**config.mk**
```make
export PLATFORM = sky130hd
export DESIGN_NAME = xgmii_tx_framer
export DESIGN_NICKNAME = d
export VERILOG_FILES = /design/src/rtl/xgmii_pkg.sv /design/src/rtl/xgmii_tx_framer.sv
export SDC_FILE = /design/constraint.sdc
export NUM_CORES = 1
export LEC_CHECK = 0
export CAP_MARGIN = 10
export CELL_PAD_IN_SITES_DETAIL_PLACEMENT = 1
export CELL_PAD_IN_SITES_GLOBAL_PLACEMENT = 1
export CORE_MARGIN = 4
export CORE_UTILIZATION = 35
export DETAILED_ROUTE_END_ITERATION = 6
export GPL_ROUTABILITY_DRIVEN = 0
export PLACE_DENSITY_LB_ADDON = 0.1
export SLEW_MARGIN = 20
export SYNTH_ARGS = -nofsm -noshare
export SYNTH_HDL_FRONTEND = slang
export SYNTH_SLANG_ARGS = --single-unit
```
**constraint.sdc**
```tcl
create_clock -name clk_i -period 10.5 [get_ports clk_i]
set_input_delay 2.1 -clock clk_i [delete_from_list [all_inputs] [get_ports clk_i]]
set_output_delay 2.1 -clock clk_i [all_outputs]
set_load 0.02 [all_outputs]
```
**src/rtl/xgmii_pkg.sv**
```systemverilog
// XGMII symbol constants, framer state encoding and the keep-to-length helper
// shared by the transmit framer.
package xgmii_pkg;

  localparam logic [7:0]  XG_IDLE     = 8'h07;
  localparam logic [7:0]  XG_START    = 8'hFB;
  localparam logic [7:0]  XG_TERM     = 8'hFD;
  localparam logic [7:0]  XG_ERR      = 8'hFE;
  localparam logic [63:0] XG_PREAMBLE = 64'hD5555555555555FB;

  typedef enum logic [2:0] {IDLE, DATA, TERM, DROP, IFG} state_t;

  // Number of valid bytes on an eop beat: contiguous ones from keep[0];
  // an empty run (keep[0]==0, including keep==0) means a full 8-byte beat.
  function automatic logic [3:0] keep2len(input logic [7:0] keep);
    logic [3:0] n;
    logic       run;
    n   = 4'd0;
    run = 1'b1;
    for (int i = 0; i < 8; i++) begin
      if (run && keep[i]) n = n + 4'd1;
      else                run = 1'b0;
    end
    return (n == 4'd0) ? 4'd8 : n;
  endfunction

endpackage

```
**src/rtl/xgmii_tx_framer.sv**
```systemverilog
// Packet-stream to 64-bit XGMII TX framer: preamble, data lanes, /T/ placement,
// error/abort signalling and deficit-aware inter-frame gap.
module xgmii_tx_framer
  import xgmii_pkg::*;
#(
  parameter int IFG_WORDS = 1
) (
  input  logic        clk_i,
  input  logic        rst_i,
  input  logic        s_axis_valid_i,
  input  logic [63:0] s_axis_data_i,
  input  logic [7:0]  s_axis_keep_i,
  input  logic        s_axis_sop_i,
  input  logic        s_axis_eop_i,
  input  logic        s_axis_err_i,
  output logic        s_axis_ready_o,
  output logic [63:0] xgmii_txd_o,
  output logic [7:0]  xgmii_txc_o,
  output logic [31:0] tx_frames_o,
  output logic [31:0] tx_aborts_o
);

  localparam logic [63:0] IDLE_WORD = {8{XG_IDLE}};
  localparam logic [63:0] ERR_WORD  = {8{XG_ERR}};
  localparam logic [63:0] TERM_WORD = {{7{XG_IDLE}}, XG_TERM};

  state_t      r_state;
  logic [63:0] r_txd;
  logic [7:0]  r_txc;
  logic [31:0] r_frames;
  logic [31:0] r_aborts;
  logic [3:0]  r_ifg_cnt;
  logic        r_first;
  logic        r_bad;
  logic        r_drop;

  logic [3:0]  w_len;
  logic [71:0] w_tail;

  // Idle words still owed after the current one (K-1); the extra word tops
  // up the gap when the /T/ word plus the minimum IFG carry fewer than 12 idles.
  function automatic logic [3:0] ifg_reload(input logic [3:0] idle_bytes);
    int total;
    total = int'(idle_bytes) + 8 * IFG_WORDS;
    return (total < 12) ? 4'(IFG_WORDS) : 4'(IFG_WORDS - 1);
  endfunction

  function automatic logic [71:0] tail_word(input logic [63:0] d, input logic [3:0] n);
    logic [63:0] txd;
    logic [7:0]  txc;
    for (int i = 0; i < 8; i++) begin
      if (i < int'(n)) begin
        txd[8*i +: 8] = d[8*i +: 8];
        txc[i]        = 1'b0;
      end else if (i == int'(n)) begin
        txd[8*i +: 8] = XG_TERM;
        txc[i]        = 1'b1;
      end else begin
        txd[8*i +: 8] = XG_IDLE;
        txc[i]        = 1'b1;
      end
    end
    return {txd, txc};
  endfunction

  assign w_len  = keep2len(s_axis_keep_i);
  assign w_tail = tail_word(s_axis_data_i, w_len);

  assign s_axis_ready_o = (r_state == DATA) || (r_state == DROP);
  assign xgmii_txd_o    = r_txd;
  assign xgmii_txc_o    = r_txc;
  assign tx_frames_o    = r_frames;
  assign tx_aborts_o    = r_aborts;

  always_ff @(posedge clk_i) begin
    if (rst_i) begin
      r_state   <= IDLE;
      r_txd     <= IDLE_WORD;
      r_txc     <= 8'hFF;
      r_frames  <= 32'd0;
      r_aborts  <= 32'd0;
      r_ifg_cnt <= 4'd0;
      r_first   <= 1'b0;
      r_bad     <= 1'b0;
      r_drop    <= 1'b0;
    end else begin
      case (r_state)
        IDLE: begin
          r_txd <= IDLE_WORD;
          r_txc <= 8'hFF;
          // The sop beat stays on the bus and is taken in DATA next cycle.
          if (s_axis_valid_i && s_axis_sop_i) begin
            r_txd   <= XG_PREAMBLE;
            r_txc   <= 8'h01;
            r_first <= 1'b1;
            r_bad   <= 1'b0;
            r_drop  <= 1'b0;
            r_state <= DATA;
          end
        end
        DATA: begin
          if (!s_axis_valid_i) begin
            r_txd    <= ERR_WORD;
            r_txc    <= 8'hFF;
            r_aborts <= r_aborts + 32'd1;
            r_bad    <= 1'b1;
            r_drop   <= 1'b1;
            r_state  <= TERM;
          end else if (s_axis_sop_i && !r_first) begin
            r_txd    <= ERR_WORD;
            r_txc    <= 8'hFF;
            r_aborts <= r_aborts + 32'd1;
            r_bad    <= 1'b1;
            r_drop   <= !s_axis_eop_i;
            r_state  <= TERM;
          end else begin
            r_first <= 1'b0;
            if (s_axis_err_i) begin
              r_txd <= ERR_WORD;
              r_txc <= 8'hFF;
              r_bad <= 1'b1;
              if (s_axis_eop_i) r_state <= TERM;
            end else if (s_axis_eop_i && (w_len != 4'd8)) begin
              {r_txd, r_txc} <= w_tail;
              r_ifg_cnt      <= ifg_reload(4'd7 - w_len);
              if (!r_bad) r_frames <= r_frames + 32'd1;
              r_state        <= IFG;
            end else begin
              r_txd <= s_axis_data_i;
              r_txc <= 8'h00;
              if (s_axis_eop_i) r_state <= TERM;
            end
          end
        end
        TERM: begin
          r_txd     <= TERM_WORD;
          r_txc     <= 8'hFF;
          r_ifg_cnt <= ifg_reload(4'd7);
          if (!r_bad) r_frames <= r_frames + 32'd1;
          r_state   <= r_drop ? DROP : IFG;
        end
        DROP: begin
          r_txd <= IDLE_WORD;
          r_txc <= 8'hFF;
          if (s_axis_valid_i && s_axis_eop_i) r_state <= IFG;
        end
        IFG: begin
          r_txd <= IDLE_WORD;
          r_txc <= 8'hFF;
          if (r_ifg_cnt == 4'd0) r_state   <= IDLE;
          else                   r_ifg_cnt <= r_ifg_cnt - 4'd1;
        end
        default: r_state <= IDLE;
      endcase
    end
  end

endmodule

```
* Word level (Yosys, flattened, before mapping)
Index checks and enable logic that the tools add are counted.
Widths: inputs -> output; s select.
** Word-level totals
- Register bits after elaboration :: 146
- Output and inout bits :: 137
** Operators by class
- Order comparisons :: 9
- Muxes and demuxes :: 89
- Add/subtract/negate cells :: 12
- Reduce and logical (&&, ||, !) cells :: 32
- Equality and inequality tests :: 23
** Operators with widths (count)
- $mux 64 :: 5
- $pmux 64 s4 :: 1
- $mux 32 :: 7
- $mux 8 :: 21
- $add 32x1->32 const B :: 2
- $pmux 32 s2 :: 1
- $mux 4 :: 12
- $mux 3 :: 9
- $mux 1 :: 26
- $add 4x1->4 const B :: 6
- $pmux 8 s3 :: 1
- $eq 4x4->1 const A :: 4
- $lt 3x4->1 const A :: 4
- $pmux 3 s5 :: 1
- $logic_not 4->1 :: 3
- $ne 2x2->1 const B :: 6
- $pmux 4 s3 :: 1
- $logic_and 1x1->1 :: 11
- $reduce_and 3->1 :: 3
- $eq 3x4->1 const A :: 2
- $lt 1x4->1 const A :: 2
- $lt 2x4->1 const A :: 2
- $eq 3x2->1 const B :: 2
- $ne 2x1->1 const B :: 3
- 25 further kinds :: 30

* Logic depth before layout (Yosys ltp)
- Depth after elaboration :: 26
- Mapped depth :: 25

* Worst setup path before layout
Ideal clock, no wire load.
- Path type :: input-to-reg
- Start point :: input s_axis_keep_i[2]
- End point :: register r_txd[47], in the netlist xgmii_txd_o[47]
- Stages on the path :: 23
- Data arrival time :: 6.578 ns
- Path slack :: 3.799 ns
- Setup time :: 0.122 ns
- Required time :: 10.378 ns
- Cell sequence :: nand2b_1 and2_1 ha_1 inv_1 a31oi_1 ha_1 mux2i_1 a31oi_1 ha_1 mux2i_1 a211oi_4 ha_1 nand3_1 nand2_1 ha_1 inv_1 and3_1 nand4_1 a2111oi_4 or2_1 buf_6 a31oi_4 a311o_1
** Between the ends
- Longest elaborated chain between the ends :: 22
- Elaborated cells between the ends (all ways) :: 35
** RTL lines
- start, declared :: RTL line xgmii_tx_framer.sv:12 : input logic [7:0] s_axis_keep_i,
- $logic_and 1x1->1 (*) :: RTL line xgmii_pkg.sv:21 : if (run && keep[i]) n = n + 4'd1;
- $mux 4 / $mux 1 (equally long branches) :: RTL line xgmii_pkg.sv:21
- $add 4x1->4 / $logic_and 1x1->1 (equally long branches) :: RTL line xgmii_pkg.sv:21
- $mux 4 / $mux 1 (equally long branches) :: RTL line xgmii_pkg.sv:21
- $add 4x1->4 / $logic_and 1x1->1 (equally long branches) :: RTL line xgmii_pkg.sv:21
- $mux 4 / $mux 1 (equally long branches) :: RTL line xgmii_pkg.sv:21
- $add 4x1->4 / $logic_and 1x1->1 (equally long branches) :: RTL line xgmii_pkg.sv:21
- $mux 4 / $mux 1 (equally long branches) :: RTL line xgmii_pkg.sv:21
- [4 not listed]
- $logic_not 4->1 :: RTL line xgmii_pkg.sv:24 : return (n == 4'd0) ? 4'd8 : n;
- $mux 4 (*) :: RTL line xgmii_pkg.sv:24
- parallel branches: the longest is 3 deep, another holds $lt 3x4->1
- $mux 64 (*) :: RTL line xgmii_tx_framer.sv:123 : end else if (s_axis_eop_i && (w_len != 4'd8)) begin
- $mux 64 (*) :: RTL line xgmii_tx_framer.sv:118 : if (s_axis_err_i) begin
- $mux 64 (*) :: RTL line xgmii_tx_framer.sv:109 : end else if (s_axis_sop_i && !r_first) begin
- $mux 64 (*) :: RTL line xgmii_tx_framer.sv:102 : if (!s_axis_valid_i) begin
- $pmux 64 s4 (*) :: RTL line xgmii_tx_framer.sv:87 : case (r_state)
- end signal, assigned :: RTL line xgmii_tx_framer.sv:124 : {r_txd, r_txc} <= w_tail;
- end signal, assigned :: RTL line xgmii_tx_framer.sv:129 : r_txd <= s_axis_data_i;
- end, declared :: RTL line xgmii_tx_framer.sv:28 : logic [63:0] r_txd;
Every way passes the cells marked *.
A chain may end at the register's enable or synchronous reset.

* Worst setup path after layout
- Start point :: input s_axis_keep_i[2]
- End point :: register r_frames[22], in the netlist tx_frames_o[22]
** Between the ends
- Longest elaborated chain between the ends :: 18
- Elaborated cells between the ends (all ways) :: 28
** RTL lines
- $logic_and 1x1->1 (*) :: RTL line xgmii_pkg.sv:21
- $mux 4 / $mux 1 (equally long branches) :: RTL line xgmii_pkg.sv:21
- $add 4x1->4 / $logic_and 1x1->1 (equally long branches) :: RTL line xgmii_pkg.sv:21
- $mux 4 / $mux 1 (equally long branches) :: RTL line xgmii_pkg.sv:21
- $add 4x1->4 / $logic_and 1x1->1 (equally long branches) :: RTL line xgmii_pkg.sv:21
- $mux 4 / $mux 1 (equally long branches) :: RTL line xgmii_pkg.sv:21
- $add 4x1->4 / $logic_and 1x1->1 (equally long branches) :: RTL line xgmii_pkg.sv:21
- $mux 4 / $mux 1 (equally long branches) :: RTL line xgmii_pkg.sv:21
- [2 not listed]
- $add 4x1->4 / $logic_and 1x1->1 (equally long branches) :: RTL line xgmii_pkg.sv:21
- $mux 4 (*) :: RTL line xgmii_pkg.sv:21
- $logic_not 4->1 :: RTL line xgmii_pkg.sv:24
- $mux 4 (*) :: RTL line xgmii_pkg.sv:24
- $ne 4x4->1 (*) :: RTL line xgmii_tx_framer.sv:123
- $logic_and 1x1->1 (*) :: RTL line xgmii_tx_framer.sv:123
- $ne 2x1->1 (no line) (*)
- $reduce_and 5->1 (no line) (*)
- end signal, assigned :: RTL line xgmii_tx_framer.sv:126 : if (!r_bad) r_frames <= r_frames + 32'd1;
- end signal, assigned :: RTL line xgmii_tx_framer.sv:139 : if (!r_bad) r_frames <= r_frames + 32'd1;
- end, declared :: RTL line xgmii_tx_framer.sv:30 : logic [31:0] r_frames;
Mark *: on every way between the ends. The rest lies on a longest branch, timed or not.

==> flow_results.xml <==
<?xml version="1.0" encoding="UTF-8"?>
<metrics>
  <group name="synthesis">
    <metric name="synth_compound_gate_area_share" unit="%">21.71</metric>
    <metric name="synth.mux.area_fraction" unit="%">1.041</metric>
    <metric name="xor_and_xnor_area_share_after_synthesis" unit="%">6.196</metric>
    <metric name="syn_area" unit="um2">7209</metric>
    <metric name="synthDistinctLibCells" unit="">74</metric>
    <metric name="postSynth.topFlopCell" unit="">dfxtp_1</metric>
    <metric name="netlist_instances" unit="">871</metric>
    <metric name="main_combinational_cell_family_by_area_after_synthesis" unit="">simple AND/OR/NAND/NOR gates</metric>
    <metric name="synth_seq_area_share" unit="%">40.54</metric>
    <metric name="synthSimpleGateAreaFrac" unit="%">25.43</metric>
    <metric name="synth.ff_latch_count" unit="">146</metric>
    <metric name="synth_area_per_cell" unit="um2">8.277</metric>
    <metric name="postSynth.asyncResetShare" unit="%">0</metric>
    <metric name="ys_warn_count" unit="">0</metric>
    <metric name="synth-adder-area-share" unit="%">1.388</metric>
    <metric name="synth-edff-count" unit="">0</metric>
    <metric name="synth.net_count" unit="">957</metric>
  </group>
  <group name="timing">
    <metric name="layout_min_cycle_time" unit="ns">8.313</metric>
    <metric name="setup-tns-final" unit="ns">0</metric>
    <metric name="clock.fmax" unit="GHz">0.1203</metric>
    <metric name="finalClockSkew" unit="ns">0.008268</metric>
    <metric name="finalMaxSlewViolations" unit="">0</metric>
    <metric name="final_critical_path_share_of_the_clock_period" unit="%">79.17</metric>
    <metric name="worstMarginPinSlew" unit="ns">1.133</metric>
    <metric name="hold_violations" unit="">0</metric>
    <metric name="max-slew-margin-rel" unit="%">23.68</metric>
    <metric name="rsz0062_at_grt" unit="">no</metric>
    <metric name="finalSetupViolCount" unit="">0</metric>
  </group>
  <group name="cts">
    <metric name="cts_tree" unit="">yes</metric>
    <metric name="cts-htree-levels" unit="">4</metric>
    <metric name="path_clk_slew" unit="ns">0.07</metric>
    <metric name="cts_inserted_buffers" unit="">17</metric>
    <metric name="clock_sinks" unit="">146</metric>
    <metric name="ctsRootBufferMaster" unit="">clkbuf_16</metric>
    <metric name="post_cts_resize_count" unit="">0</metric>
    <metric name="cts.hold.buffers_added" unit="">0</metric>
    <metric name="worst_skew_pair.late_latency" unit="ns">0.42</metric>
    <metric name="post_cts_buffers" unit="">0</metric>
    <metric name="clockBufferDepth" unit="">2</metric>
  </group>
  <group name="route">
    <metric name="drt_pass1_iterations" unit="">5</metric>
    <metric name="wl_per_cell" unit="um">18.92</metric>
    <metric name="routed_wl" unit="um">25450</metric>
    <metric name="dr_total_vias" unit="">7346</metric>
    <metric name="route.antenna.remaining_nets" unit="">0</metric>
    <metric name="drt_iter0_markers" unit="">330</metric>
    <metric name="number_of_remaining_drc_errors" unit="">0</metric>
    <metric name="route.detailed.vias_per_inst" unit="">5.462</metric>
  </group>
  <group name="critical_path">
    <metric name="r2r_setup_slack" unit="ns">7.16</metric>
    <metric name="critPathBufInv" unit="">3</metric>
    <metric name="worst_path_most_repeated_cell" unit="">ha_1</metric>
    <metric name="path_delay_family" unit="">compound AO/OA/AOI/OAI gates</metric>
    <metric name="cp_data_required_time" unit="ns">10.85</metric>
    <metric name="critical_path_s_slowest_cell" unit="">a21oi_4</metric>
    <metric name="start_kind" unit="">input pin</metric>
    <metric name="worst-r2r-cell-count" unit="">8</metric>
    <metric name="critical_path_class" unit="">input pin to register</metric>
    <metric name="beginning_of_the_worst_register_to_register_path" unit="">r_state[2]</metric>
    <metric name="source_of_the_critical_timing_path" unit="">s_axis_keep_i[2]</metric>
    <metric name="worstPathMaxFanout" unit="">24</metric>
    <metric name="end_kind" unit="">register</metric>
    <metric name="cp_data_arrival_time" unit="ns">8.67</metric>
    <metric name="r2r_end" unit="">tx_aborts_o[31]</metric>
    <metric name="cp_slowest_stage_delay" unit="ns">0.60</metric>
    <metric name="setup.worst_path.end" unit="">tx_frames_o[22]</metric>
    <metric name="crit_chain" unit="">clkdlybuf4s50_1 -&gt; nand2b_1 -&gt; and2_1 -&gt; ha_1 -&gt; inv_1 -&gt; a31oi_1 -&gt; ha_1 -&gt; mux2i_1 -&gt; a31oi_1 -&gt; ha_1 -&gt; mux2i_1 -&gt; a211oi_4 -&gt; ha_1 -&gt; nand3_1 -&gt; nand2_1 -&gt; ha_1 -&gt; inv_1 -&gt; nor4_1 -&gt; o211ai_1 -&gt; a311o_1 -&gt; a21oi_4 -&gt; nand3_1 -&gt; or3_1 -&gt; a21oi_1</metric>
    <metric name="path_depth" unit="">24</metric>
  </group>
  <group name="grt">
    <metric name="global_route_wire_length_before_repair" unit="um">39810</metric>
    <metric name="antenna_violations_before_repair" unit="">0</metric>
    <metric name="gr-total-overflow" unit="">0</metric>
    <metric name="grt_pass1_vias" unit="">7329</metric>
    <metric name="grt.total_usage" unit="%">21.91</metric>
    <metric name="grt_start_max_net_pins" unit="">76</metric>
  </group>
  <group name="hold_path">
    <metric name="hp-class" unit="">register to register</metric>
    <metric name="min_delay_path_depth" unit="">1</metric>
  </group>
  <group name="cells_and_area">
    <metric name="fill_cells" unit="">2372</metric>
    <metric name="flow.area_growth_from_synthesis" unit="%">40.16</metric>
    <metric name="finalNetCount" unit="">1148</metric>
    <metric name="final-instance-count-excl-fill" unit="">1345</metric>
    <metric name="antenna_cells_inserted" unit="">0</metric>
    <metric name="share_of_layout_cells_above_drive_strength_1" unit="%">5.581</metric>
  </group>
  <group name="placed_design">
    <metric name="post_detailed_placement_half_perimeter_wirelength" unit="um">18560</metric>
    <metric name="placedCellCount" unit="">1313</metric>
    <metric name="port_buffers" unit="">214</metric>
  </group>
  <group name="power">
    <metric name="total_leakage_power" unit="nW">3.605</metric>
    <metric name="report.power.total" unit="mW">1.408</metric>
    <metric name="ir_drop" unit="mV">0.09176</metric>
    <metric name="power_density" unit="nW/um2">139.3</metric>
  </group>
  <group name="floorplan">
    <metric name="ioPinCount" unit="">215</metric>
    <metric name="core" unit="um2">20230</metric>
    <metric name="die_area" unit="um2">22960</metric>
    <metric name="die-height" unit="um">151.5</metric>
    <metric name="rows" unit="">52</metric>
    <metric name="chipWidth" unit="um">151.5</metric>
    <metric name="initial_core_util" unit="%">35.63</metric>
  </group>
  <group name="status">
    <metric name="status" unit="">complete, no violations</metric>
  </group>
  <group name="job">
    <metric name="max_capacitance_violation_count" unit="">0</metric>
  </group>
</metrics>
## area by class of cell
class | count | area [um2] | area share [%]
inverter | 15 | 56.30 | 0.5572
multi-input combinational | 662 | 4030 | 39.88
timing repair buffer | 220 | 2185 | 21.62
sequential | 146 | 2923 | 28.93
tap | 270 | 337.8 | 3.343
clock inverter | 14 | 143.9 | 1.424
clock buffer | 18 | 429.2 | 4.247
## registers in the layout (all words and copies together) (netlist names)
signal,cells
xgmii_txd_o,64
r_bad,1
r_drop,1
xgmii_txc_o,8
r_ifg_cnt,4
r_first,1
r_state,3
tx_frames_o,32
tx_aborts_o,32
## kinds of logic after synthesis
family,Yosys count
and+or+nand+nor,365
AOI/OAI and AO/OA,231
DFF,146
buffers and inverters,63
xor gates and xnor gates,51
adders and majority gates,8
muxes,7
## power by group
part	switching, mW	internal, mW	total, mW
Clock	0.268	0.334	0.602
Sequential	0.0155	0.576	0.592
Combinational	0.120	0.0946	0.215
Total	0.403	1.00	1.41
## routing by layer
layer	vias to the layer above	GRT usage (%)	share of wire [%]
li1	3530	-	-
met1	3608	29.69	46
met2	183	35.74	47
met3	25	4.789	5.9
met4	0	5.256	1.4
met5	-	0	0
## Yosys cell counts, types with 12 or more instances
cell	instances	share of area, %
dfxtp_1	146	41
nor2_1	118	6.1
nand2_1	72	3.7
a21oi_1	66	4.6
o21ai_0	60	4.2
xor2_1	38	4.6
clkbuf_1	35	1.8
and3_1	29	2.5
nand3_1	27	1.9
nand4_1	26	2.3
a211oi_1	19	2.0
nand2b_1	15	1.3
inv_1	14	0.73
nor3_1	14	0.97
or3_1	14	1.2
xnor2_1	13	1.6
and2_1	12	1.0
## worst min-delay path by stage
stage	from	endpoint	slack (ns)
2_1_floorplan	r_ifg_cnt[2]	r_ifg_cnt[2]	0.46
3_3_place_gp	xgmii_txc_o[3]	xgmii_txc_o[3]	0.43
3_5_place_dp	xgmii_txc_o[3]	xgmii_txc_o[3]	0.44
4_1_cts	xgmii_txc_o[3]	xgmii_txc_o[3]	0.46
5_1_grt	xgmii_txc_o[3]	xgmii_txc_o[3]	0.49
6_report	xgmii_txc_o[3]	xgmii_txc_o[3]	0.46
## stage by stage
stage / hold WS [ns] / utilization (%) / worst slack [ns] / area [um2]
CTS: 0.4638 / 49.93 / 2.210 / 10100
detailed placement: 0.4403 / 47.09 / 1.848 / 9529
global route: 0.4864 / 49.94 / 1.557 / 10100
finish: 0.4587 / 49.94 / 2.187 / 10100
floorplan: 0.4592 / - / 3.799 / 7209
global placement: 0.4341 / 47.06 / 1.815 / 9522
## placed cells by master (no fill, tap or decap), types with 6 or more instances in the layout
cell,Yosys,routed
nand2_1,72,72
ha_1,8,8
and2_1,12,12
inv_1,14,14
o211ai_1,7,7
nand4_1,26,26
a211oi_1,19,19
o21ai_0,60,60
nand2b_1,15,15
a311o_1,10,10
mux2i_1,6,6
xor2_1,38,38
clkdlybuf4s50_1,0,213
or3_1,14,14
a21oi_1,66,66
dfxtp_1,146,146
nor3_1,14,14
nor2_1,118,117
clkbuf_16,0,17
nand3_1,27,27
a221o_1,7,7
and3_1,29,29
xnor2_1,13,13
buf_4,1,7
a31oi_1,8,8
or2_2,6,6
## worst reg2reg max path: cells and delay by family, from the launching register on
| family | cells | cell delay, ns |
|---|---|---|
| AOI/OAI and AO/OA | 1 | 0.49 |
| and+or+nand+nor | 6 | 2.04 |
| xor gates and xnor gates | 1 | 0.14 |
| DFF | 1 | 0.53 |
No activity file was read; power rests on OpenSTA's default activity.
